$ cat src/rtl/cpu_pkg.sv
`default_nettype none
// ============================================================================
// cpu_pkg : shared core types (XLEN, fetch FSM encoding, fetch buffer entry)
// Revision: 1.0
// ============================================================================
package cpu_pkg;

    localparam int XLEN = 32;
    localparam logic [XLEN-1:0] PC_INC = 32'd4;

    typedef enum logic [1:0] {
        IDLE  = 2'd0,
        WAIT  = 2'd1,
        FLUSH = 2'd2
    } fetch_state_e;

    typedef struct packed {
        logic [XLEN-1:0] pc;
        logic [XLEN-1:0] inst;
    } fetch_entry_t;

endpackage
`default_nettype wire

$ cat src/rtl/inst_fifo.sv
`default_nettype none
// ============================================================================
// inst_fifo : DEPTH-entry {pc, inst} buffer with push/pop/clear
// Revision: 1.0
// ============================================================================
module inst_fifo
    import cpu_pkg::*;
#(
    parameter int DEPTH = 2
) (
    input  logic                   clk,
    input  logic                   rst,
    input  logic                   push_i,
    input  logic                   pop_i,
    input  logic                   clear_i,
    input  fetch_entry_t           wdata_i,
    output fetch_entry_t           rdata_o,
    output logic [$clog2(DEPTH):0] count_o
);

    localparam int AW = $clog2(DEPTH);
    localparam logic [AW:0] FULL_CNT = (AW + 1)'(DEPTH);

    fetch_entry_t  mem_q [DEPTH];
    logic [AW-1:0] wr_ptr_q;
    logic [AW-1:0] rd_ptr_q;
    logic [AW:0]   count_q;
    logic          push_ok;
    logic          pop_ok;

    // A push into a full buffer is only legal when the head leaves in the same cycle.
    assign pop_ok  = pop_i && (count_q != '0);
    assign push_ok = push_i && ((count_q != FULL_CNT) || pop_ok);

    always_ff @(posedge clk or posedge rst) begin
        if (rst) begin
            for (int i = 0; i < DEPTH; i++) begin
                mem_q[i] <= '0;
            end
            wr_ptr_q <= '0;
            rd_ptr_q <= '0;
            count_q  <= '0;
        end else if (clear_i) begin
            wr_ptr_q <= '0;
            rd_ptr_q <= '0;
            count_q  <= '0;
        end else begin
            if (push_ok) begin
                mem_q[wr_ptr_q] <= wdata_i;
                wr_ptr_q        <= wr_ptr_q + AW'(1);
            end
            if (pop_ok) begin
                rd_ptr_q <= rd_ptr_q + AW'(1);
            end
            if (push_ok && !pop_ok) begin
                count_q <= count_q + (AW + 1)'(1);
            end else if (!push_ok && pop_ok) begin
                count_q <= count_q - (AW + 1)'(1);
            end
        end
    end

    assign rdata_o = mem_q[rd_ptr_q];
    assign count_o = count_q;

endmodule
`default_nettype wire

$ cat src/rtl/inst_fetch.sv
`default_nettype none
// ============================================================================
// inst_fetch : single-outstanding instruction fetch with redirect flush
// Revision: 1.0
// ============================================================================
module inst_fetch
    import cpu_pkg::*;
#(
    parameter int DEPTH = 2
) (
    input  logic            clk,
    input  logic            rst,
    input  logic [XLEN-1:0] pc,
    output logic            pc_en,
    input  logic            redirect,
    output logic            imem_req,
    output logic [XLEN-1:0] imem_addr,
    input  logic            imem_ack,
    input  logic [XLEN-1:0] imem_rdata,
    output logic            inst_valid,
    output logic [XLEN-1:0] inst,
    output logic [XLEN-1:0] inst_pc,
    input  logic            inst_ready
);

    localparam int CNT_W = $clog2(DEPTH) + 1;
    localparam logic [CNT_W-1:0] FULL_CNT = CNT_W'(DEPTH);

    fetch_state_e    state_q;
    fetch_state_e    state_d;
    logic [XLEN-1:0] req_pc_q;
    logic [XLEN-1:0] req_pc_d;
    logic            push;
    logic            pop;
    logic [CNT_W-1:0] count;
    fetch_entry_t    wdata;
    fetch_entry_t    head;

    always_ff @(posedge clk or posedge rst) begin
        if (rst) begin
            state_q  <= IDLE;
            req_pc_q <= '0;
        end else begin
            state_q  <= state_d;
            req_pc_q <= req_pc_d;
        end
    end

    // Once issued, a request is held until acked even if a redirect makes it stale.
    always_comb begin
        state_d  = state_q;
        req_pc_d = req_pc_q;
        imem_req = 1'b0;
        push     = 1'b0;
        pc_en    = redirect;
        case (state_q)
            IDLE: begin
                if ((count < FULL_CNT) && !redirect) begin
                    req_pc_d = pc;
                    state_d  = WAIT;
                end
            end
            WAIT: begin
                imem_req = 1'b1;
                if (imem_ack) begin
                    state_d = IDLE;
                    push    = !redirect;
                    pc_en   = 1'b1;
                end else if (redirect) begin
                    state_d = FLUSH;
                end
            end
            FLUSH: begin
                imem_req = 1'b1;
                if (imem_ack) begin
                    state_d = IDLE;
                end
            end
            default: begin
                state_d = IDLE;
            end
        endcase
    end

    assign imem_addr  = req_pc_q;
    assign wdata      = '{pc: req_pc_q, inst: imem_rdata};
    assign inst_valid = (count != '0);
    assign pop        = inst_valid && inst_ready && !redirect;
    assign inst       = head.inst;
    assign inst_pc    = head.pc;

    inst_fifo #(
        .DEPTH (DEPTH)
    ) u_inst_fifo (
        .clk     (clk),
        .rst     (rst),
        .push_i  (push),
        .pop_i   (pop),
        .clear_i (redirect),
        .wdata_i (wdata),
        .rdata_o (head),
        .count_o (count)
    );

endmodule
`default_nettype wire

$ cat config.mk
export PLATFORM = sky130hd
export DESIGN_NAME = inst_fetch
export DESIGN_NICKNAME = d
export VERILOG_FILES = /design/src/rtl/cpu_pkg.sv /design/src/rtl/inst_fifo.sv /design/src/rtl/inst_fetch.sv
export SDC_FILE = /design/constraint.sdc
export NUM_CORES = 1
export LEC_CHECK = 0
export ABC_AREA = 1
export CAP_MARGIN = 20
export CORE_UTILIZATION = 40
export DETAILED_ROUTE_END_ITERATION = 6
export MAX_ROUTING_LAYER = met4
export PLACE_DENSITY = 0.63
export RECOVER_POWER = 100
export SLEW_MARGIN = 20
export SYNTH_ARGS = -nofsm -noshare
export SYNTH_HDL_FRONTEND = slang
export SYNTH_SLANG_ARGS = --single-unit
export TNS_END_PERCENT = 10
$ cat constraint.sdc
create_clock -name clk -period 6.4 [get_ports clk]
set_clock_uncertainty 0.05 [all_clocks]
set_input_delay 1.28 -clock clk [delete_from_list [all_inputs] [get_ports clk]]
set_output_delay 1.28 -clock clk [all_outputs]
set_load 0.05 [all_outputs]
==> qor_table.md, run 1 <==
| Stage | Parameter | This run |
|:---|:---|:---|
| cells and area | Ratio of cells with drive above 1 in the final layout | 0.123 |
| grt | Met3 track demand over resource | 0.0563 |
| yosys | Synth area leader | dfrtp_1 |
| yosys | Most area-consuming cells after synthesis | dfrtp_1 (57%), mux2_2 (9.9%), nand2_1 (7.5%), o21ai_2 (6.6%), o21ai_0 (4.6%) |
| worst setup path | WS Path Type | reg -> out |
| power and ir drop | Cell area power density | 592 mW/mm^2 |
| cells and area | Fillers | 1,622 |
| routing | Pre-antenna DRT Iters | 5 |
| floorplan | Core outline area | 0.0175 mm^2 |
| clock tree | Clock-pin slew on the worst setup and hold paths | 0.06 ns |
| timing | Fin crit share | 0.803 |
| routing | Antenna-violating nets left | 0 |
| cells and area | Post-Route Utilization | 0.538 |
| worst setup path | CP required | 5.07 ns |
| outcome | Outcome | finished, violations left |
| grt | Met2 routing resource usage after global routing | 0.282 |
| timing | Worst-Margin Slew | 3.57 ns |
| grt | Initial antenna violation count | 0 |
| clock tree | Quantity of gates resized following cts | 0 |
| worst setup path | Reg2Reg Launch Point | state_q[1]$_DFFE_PP0P_ |
| grt | Residual overflow from global routing | 0 |
| timing | Headroom to the max-slew limit | -1.38 |
| yosys | Most repeated cell in the gate-level netlist after synthesis | dfrtp_1 |
| grt | Via count of the first global-routing pass | 5,210 |
| yosys | Most frequent cells after synthesis | dfrtp_1 (166), nand2_1 (145), inv_1 (74) |
| placed design | Number of port buffers | 167 |
| cells and area | Nets | 932 |
| hold path | Hold worst-path end | u_inst_fifo.mem_q[21]$_DFFE_PP0P_ |
| cells and area | Antenna Diode Count | 0 |
| yosys | Synth Area in Compound Gates | 0.143 |
| power and ir drop | VDD IR-drop max | 362 uV |
| outcome | Violations in the final reports | capacitance limit, slew limit |
| worst setup path | Nature of the critical path startpoint | flop |
| clock tree | Number of buffers inserted by post-CTS setup repair | 0 |
| worst setup path | Critical R2R Capture | u_inst_fifo.mem_q[24]$_DFFE_PP0P_ |
| placed design | Detailed-placement wirelength estimate | 10.8 mm |
| routing | Total DRC errors in the routed layout | 0 |
| worst setup path | Worst Path Arrival | 3.81 ns |
| yosys | Seq cells post-synth | 166 |
| yosys | Number of unique standard cell types used by synthesis | 22 |
| routing | Overall routed net length | 16.4 mm |
| yosys | Synthesized area per cell | 10.3 um^2 |
| routing | Routed wirelength normalized by instance count | 14.9 um |
| timing | Min cycle time layout | 5.14 ns |
| floorplan | Top-Level Pins | 168 |
| grt | Most heavily used metal layer in global routing | met2 |
| yosys | Main flop type after synthesis | dfrtp_1 |
| clock tree | Number of buffers created by CTS | 17 |
| clock tree | Hold-fix buffers, CTS | 0 |
| yosys | Post-synth EDFFs | 0 |
| yosys | Post-synthesis async set-or-reset flop share | 1.00 |
| timing | Setup TNS Final | 0 ns |
| clock tree | Clock root buffer | clkbuf_16 |
| floorplan | Die Ht | 137 um |
| routing | Detailed Route Iter0 Violations | 238 |
| placed design | Area after detailed placement | 0.00902 mm^2 |
| hold path | Startpoint of the tightest hold check path | u_inst_fifo.mem_q[21]$_DFFE_PP0P_ |
| timing | Final Setup Violations | 0 |
| clock tree | Insertion delay to the later sink of the worst-skew pair | 0.42 ns |
| power and ir drop | Total design power | 5.59 mW |
| grt | Global-route total usage across every layer | 0.190 |
| yosys | Multiplexer fraction of the synthesized cell area | 0.0993 |
| placed design | Gp weighted congestion | 0.799 |
| cells and area | Area Overhead vs Synth | 29.9% |
| worst setup path | Worst R2R Setup Slack | 2.29 ns |
| routing | Routed vias | 5,284 |
| floorplan | Floorplan die width | 137 um |
| yosys | Yosys synthesis warning count | 0 |
| hold path | Worst Hold Class | reg -> reg |
| grt | Met1 capacity usage during global routing | 0.252 |
| clock tree | Clock tree from TritonCTS | built |
| yosys | Share of synthesized cell area in full adder, half adder and majority cells | 0.00517 |
| yosys | Cells after Synth | 708 |
| run | Max cap viols | 5 |
| yosys | Part of the Yosys area used for sequential elements | 0.572 |
| yosys | Xor/xnor share of the synthesized area | 0 |
| yosys | Syn Std Cell Area | 0.00726 mm^2 |
| yosys | Fraction of post-synthesis cell area in the top cell type by area | 0.572 |
| yosys | Combinational family with the most area after synthesis | compound AO/OA/AOI/OAI gates |
| clock tree | CTS Sinks | 166 |
| worst setup path | Critical Path Sink Type | output pin |
| timing | Setup repair after global routing missed its margin | no |
| floorplan | Initial core utilization | 0.414 |
| clock tree | CTS H-tree lvls | 4 |
| cells and area | Combined area of the multi-input logic cells | 0.00236 mm^2 |
| worst setup path | Worst R2R Path Depth | 7 |
| grt | Pin count of the biggest net entering global routing | 97 |
| power and ir drop | Reported leakage power | 4.51 nW |
| clock tree | CTS Buffer Depth | 2 |
| timing | Max Transition Viols Final | 326 |
| grt | Wire length of the first global-routing pass | 26.5 mm |
| yosys | Post-synthesis net count | 780 |
| yosys | Simple logic cell fraction of the synthesized area | 0.106 |
| floorplan | Die Outline Area | 0.0187 mm^2 |
| routing | Via density per instance | 4.81 |
| cells and area | Post-Layout Inst Area | 0.00943 mm^2 |
| worst setup path | Max Fanout on Critical Path | 44 |
| timing | Highest clock rate | 195 MHz |
| floorplan | FP Rows | 48 |
| timing | Final number of hold-violating endpoints | 0 |
| hold path | Worst Hold Depth | 2 |
| cells and area | Sequential Area | 0.00415 mm^2 |
[placed cells by master (no fill, tap or decap), drive strengths merged]
cell type and count:
mux2 64, clkinv 5, dlygate4sd3 98, clkbuf 21, dfrtp 166, inv 80
o211ai 1, nand3 8, or2 1, buf 3, nand2 147, clkinvlp 1
bufinv 4, ha 3, nand4 3, clkdlybuf4s50 69, a21oi 33, o21ai 131
nor2 35
[metal layers]
metal | vias to the layer above | routed length [um]
met3 | 18 | 951
met5 | - | 0
li1 | 2598 | -
met4 | 0 | 217
met2 | 151 | 7650
met1 | 2517 | 7590
[critical path, stage by stage, from the launching register on]
cell and delay, ns:
dfrtp_1 1.65, buf_4 0.55, mux2_2 0.39, dlygate4sd3_1 0.76
[cells by family after synthesis]
logic type                 after synthesis
and+or+nand+nor                        194
AOI/OAI and AO/OA                      165
adders and majority gates                3
DFF                                    166
buffers and inverters                  116
muxes                                   64
[state kept, by name (all words and copies together) (netlist names)]
name / cells
state_q: 2
u_inst_fifo.rd_ptr_q: 1
u_inst_fifo.mem_q: 128
imem_addr: 32
u_inst_fifo.wr_ptr_q: 1
u_inst_fifo.count_o: 2
[how the worst max path moves through the flow]
stage	startpoint	endpoint	slack, ns
after global placement	redirect	pc_en	2.18
after floorplan	rst	imem_addr[0]$_DFFE_PP0P_	0.58
after global routing	rst	u_inst_fifo.mem_q[20]$_DFFE_PP0P_	1.00
after CTS	u_inst_fifo.rd_ptr_q$_DFFE_PP0P_	inst_pc[19]	1.91
after detailed placement	redirect	pc_en	2.14
final	u_inst_fifo.rd_ptr_q$_DFFE_PP0P_	inst[4]	1.26
[power breakdown]
part	switching (mW)	total, mW	internal [mW]	leakage (nW)
registers	0.276	1.80	1.53	2.06
logic	1.80	2.68	0.874	2.14
clock network	0.442	1.11	0.665	0.314
[metrics by stage]
stage | hold WS, ns | std cells | setup slack (ns)
floorplan | 0.398 | 708 | 0.580
global placement | 0.410 | 1066 | 2.18
detailed placement | 0.418 | 1066 | 2.14
CTS | 0.433 | 1098 | 1.91
global route | 0.446 | 1098 | 1.00
finish | 0.428 | 1098 | 1.26
[final cells by class]
class,count,area share
repair buffers,174,0.181
clock inverters,15,0.0235
well taps,225,0.0299
flip-flops and latches,166,0.440
clock buffers,17,0.0451
multi-input cells,426,0.250
inverters,75,0.0299
No activity file was read; power rests on OpenSTA's default activity.
==> inputs of run 2 (changes only) <==
- PLACE_DENSITY: 0.63 -> 0.66
- clock period: 6.4 -> 4.17 ns (I/O delays scaled with it)
==> run 2 against run 1 <==
The flow now finishes without violations. Die area stayed put. Non-clock buffer count grew 1. Largest cell class unchanged. Final area decreased by 0.29%. Via count is 2.3% lower. First-iteration DRC count is 18% higher. Wire length is 4.3% lower. Sequential share of layout area increased by 0.14 points. Critical endpoint is now pc_en. Final cell count barely moved.
==> qor_table.md, run 2 (synthesis gave the netlist of run 1 again) <==
| Stage | Parameter | This run |
|:---|:---|:---|
| timing | Min cycle time layout | 3.43 ns |
| placed design | Detailed-placement wirelength estimate | 10.0 mm |
| worst setup path | WS Path Type | in -> out |
| cells and area | Ratio of cells with drive above 1 in the final layout | 0.126 |
| outcome | Outcome | complete, no violations |
| power and ir drop | Cell area power density | 882 mW/mm^2 |
| placed design | Placed Instances | 1,067 |
| power and ir drop | Psw | 3.79 mW |
| cells and area | Nets | 933 |
| power and ir drop | Power share of the clock group | 0.176 |
| worst setup path | Crit path max-delay family | buffers and inverters |
| timing | WHS | 0.428 ns |
| timing | Setup repair after global routing missed its margin | no |
| grt | Via count of the first global-routing pass | 5,040 |
| clock tree | CTS Buffer Depth | 2 |
| clock tree | Number of buffers inserted by post-CTS setup repair | 0 |
| cells and area | Commonest non-fill, non-tap cells in the layout | dfrtp_1 (165), nand2_1 (145), o21ai_0 (125), dlygate4sd3_1 (101), inv_1 (73) |
| power and ir drop | Comb pwr share | 0.497 |
| grt | Initial antenna violation count | 0 |
| worst setup path | Worst Path Arrival | 2.54 ns |
| worst setup path | Longest individual stage delay on the worst path | 0.87 ns |
| floorplan | Top-Level Pins | 168 |
| routing | Detailed Route Iter0 Violations | 282 |
| timing | Fin crit share | 0.822 |
| floorplan | Die Outline Area | 0.0187 mm^2 |
| grt | Pin count of the biggest net entering global routing | 129 |
| clock tree | Quantity of gates resized following cts | 0 |
| worst setup path | Highest-delay cell along the critical path | dlygate4sd3_1 |
| grt | Residual overflow from global routing | 0 |
| power and ir drop | Sw Share | 0.457 |
| cells and area | Fillers | 1,648 |
| cells and area | Largest Register | u_inst_fifo.mem_q |
| worst setup path | Cell breakdown of the critical path | dlygate4sd3_1, inv_1, nand2_1, dlygate4sd3_1 |
| clock tree | CTS H-tree lvls | 4 |
| hold path | Worst Hold Class | reg -> reg |
| timing | Final number of hold-violating endpoints | 0 |
| cells and area | Sequential Area | 0.00416 mm^2 |
| cells and area | Flip-flop count of the largest register, all copies and words added | 128 |
| worst setup path | CP required | 3.29 ns |
| clock tree | Number of buffers created by CTS | 17 |
| timing | Final Setup Violations | 0 |
| power and ir drop | Pint | 4.50 mW |
| cells and area | Final cell count without fillers | 1,099 |
| routing | Pre-antenna DRT Iters | 4 |
| clock tree | Hold-fix buffers, CTS | 0 |
| clock tree | Insertion delay to the later sink of the worst-skew pair | 0.42 ns |
| cells and area | Antenna Diode Count | 0 |
| routing | Via density per instance | 4.70 |
| power and ir drop | Register share of total power | 0.327 |
| placed design | Number of port buffers | 167 |
| clock tree | CTS Sinks | 166 |
| timing | Highest clock rate | 292 MHz |
| worst setup path | Nature of the critical path startpoint | primary input |
| routing | Overall routed net length | 15.7 mm |
| floorplan | FP Rows | 48 |
| cells and area | Area Overhead vs Synth | 29.5% |
| power and ir drop | Reported leakage power | 4.48 nW |
| cells and area | Post-Route Utilization | 0.536 |
| floorplan | Core outline area | 0.0175 mm^2 |
| timing | Max Transition Viols Final | 0 |
| routing | Routed vias | 5,160 |
| worst setup path | Max Fanout on Critical Path | 8 |
| placed design | Gp weighted congestion | 0.795 |
| power and ir drop | VDD IR-drop max | 498 uV |
| run | Max cap viols | 0 |
| floorplan | Initial core utilization | 0.414 |
| timing | Headroom to the max-slew limit | 0.0346 |
| cells and area | Combined area of the multi-input logic cells | 0.00238 mm^2 |
| routing | Antenna-violating nets left | 0 |
| cells and area | Leading cell type in the layout, fill and taps excluded | dfrtp_1 |
| routing | Routed wirelength normalized by instance count | 14.3 um |
| timing | Worst-Margin Slew | 1.45 ns |
| floorplan | Floorplan die width | 137 um |
| clock tree | Clock root buffer | clkbuf_16 |
| worst setup path | Number of buffers and inverters on the critical path | 3 |
| timing | Setup TNS Final | 0 ns |
| clock tree | Clock-pin slew on the worst setup and hold paths | 0.06 ns |
| worst setup path | Critical Path Sink Type | output pin |
| grt | Wire length of the first global-routing pass | 25.4 mm |
| routing | Total DRC errors in the routed layout | 0 |
| floorplan | Die Ht | 137 um |
| clock tree | Clock tree from TritonCTS | built |
| grt | Global-route total usage across every layer | 0.181 |
| worst setup path | Worst path most repeated cell | dlygate4sd3_1 |
run 2: changes by cell type in the layout (fill, tap and decap cells not counted), sizes merged:
| cell | before | now |
|---|---|---|
| buf | 3 | 4 |
| clkdlybuf4s50 | 69 | 66 |
| inv | 80 | 75 |
| clkinvlp | 1 | 4 |
| bufinv | 4 | 1 |
| clkinv | 5 | 6 |
| dlygate4sd3 | 98 | 101 |
| clkbuf | 21 | 25 |
run 2: layout make-up:
| class | count | area share |
|---|---|---|
| Clock buffer | 21 | 0.0468 |
| Clock inverter | 11 | 0.0109 |
| Inverter | 75 | 0.0301 |
| Multi-Input combinational cell | 426 | 0.253 |
| Sequential cell | 166 | 0.442 |
| Tap cell | 225 | 0.0299 |
| Timing Repair Buffer | 175 | 0.187 |
run 2: per-stage QoR:
stage	cell area, um^2	setup slack (ns)	power (mW)
after global placement	9090	0.847	7.21
final	9400	0.742	8.29
after global routing	9400	0.374	8.80
after floorplan	7260	1.17	5.95
after CTS	9640	0.803	8.77
after detailed placement	9090	0.811	7.27
run 2: worst paths after layout:
path	from	endpoint	slack (ns)	cells after the start
max in group asynchronous	rst	u_inst_fifo.mem_q[7]$_DFFE_PP0P_	1.99	3
worst max-delay path	redirect	pc_en	0.74	4
worst max register to register	state_q[1]$_DFFE_PP0P_	u_inst_fifo.mem_q[107]$_DFFE_PP0P_	1.19	8
worst min register to register	u_inst_fifo.mem_q[22]$_DFFE_PP0P_	u_inst_fifo.mem_q[22]$_DFFE_PP0P_	0.43	2
min in group asynchronous	rst	imem_addr[5]$_DFFE_PP0P_	1.12	2
worst min-delay path	u_inst_fifo.mem_q[22]$_DFFE_PP0P_	u_inst_fifo.mem_q[22]$_DFFE_PP0P_	0.43	2
run 2: power by group through the flow:
stage | clock [mW] | sequential, mW | combinational (mW)
after global routing | 1.57 | 2.80 | 4.44
after detailed placement | 0 | 2.73 | 4.54
final | 1.46 | 2.71 | 4.12
after floorplan | 0 | 3.15 | 2.80
after global placement | 0 | 2.70 | 4.51
after CTS | 1.50 | 2.71 | 4.56
run 2: per-layer routing:
layer / vias to the layer above / track usage / wire [um]
met5: - / - / 0
met4: 0 / 0.0519 / 144
met3: 12 / 0.0581 / 1030
met2: 140 / 0.266 / 6990
met1: 2410 / 0.240 / 7540
li1: 2598 / - / -
run 2: tightest hold or removal path: stages, from the launching register on:
cell,delay (ns)
dfrtp_1,0.33
nand2_1,0.05
o21ai_0,0.06
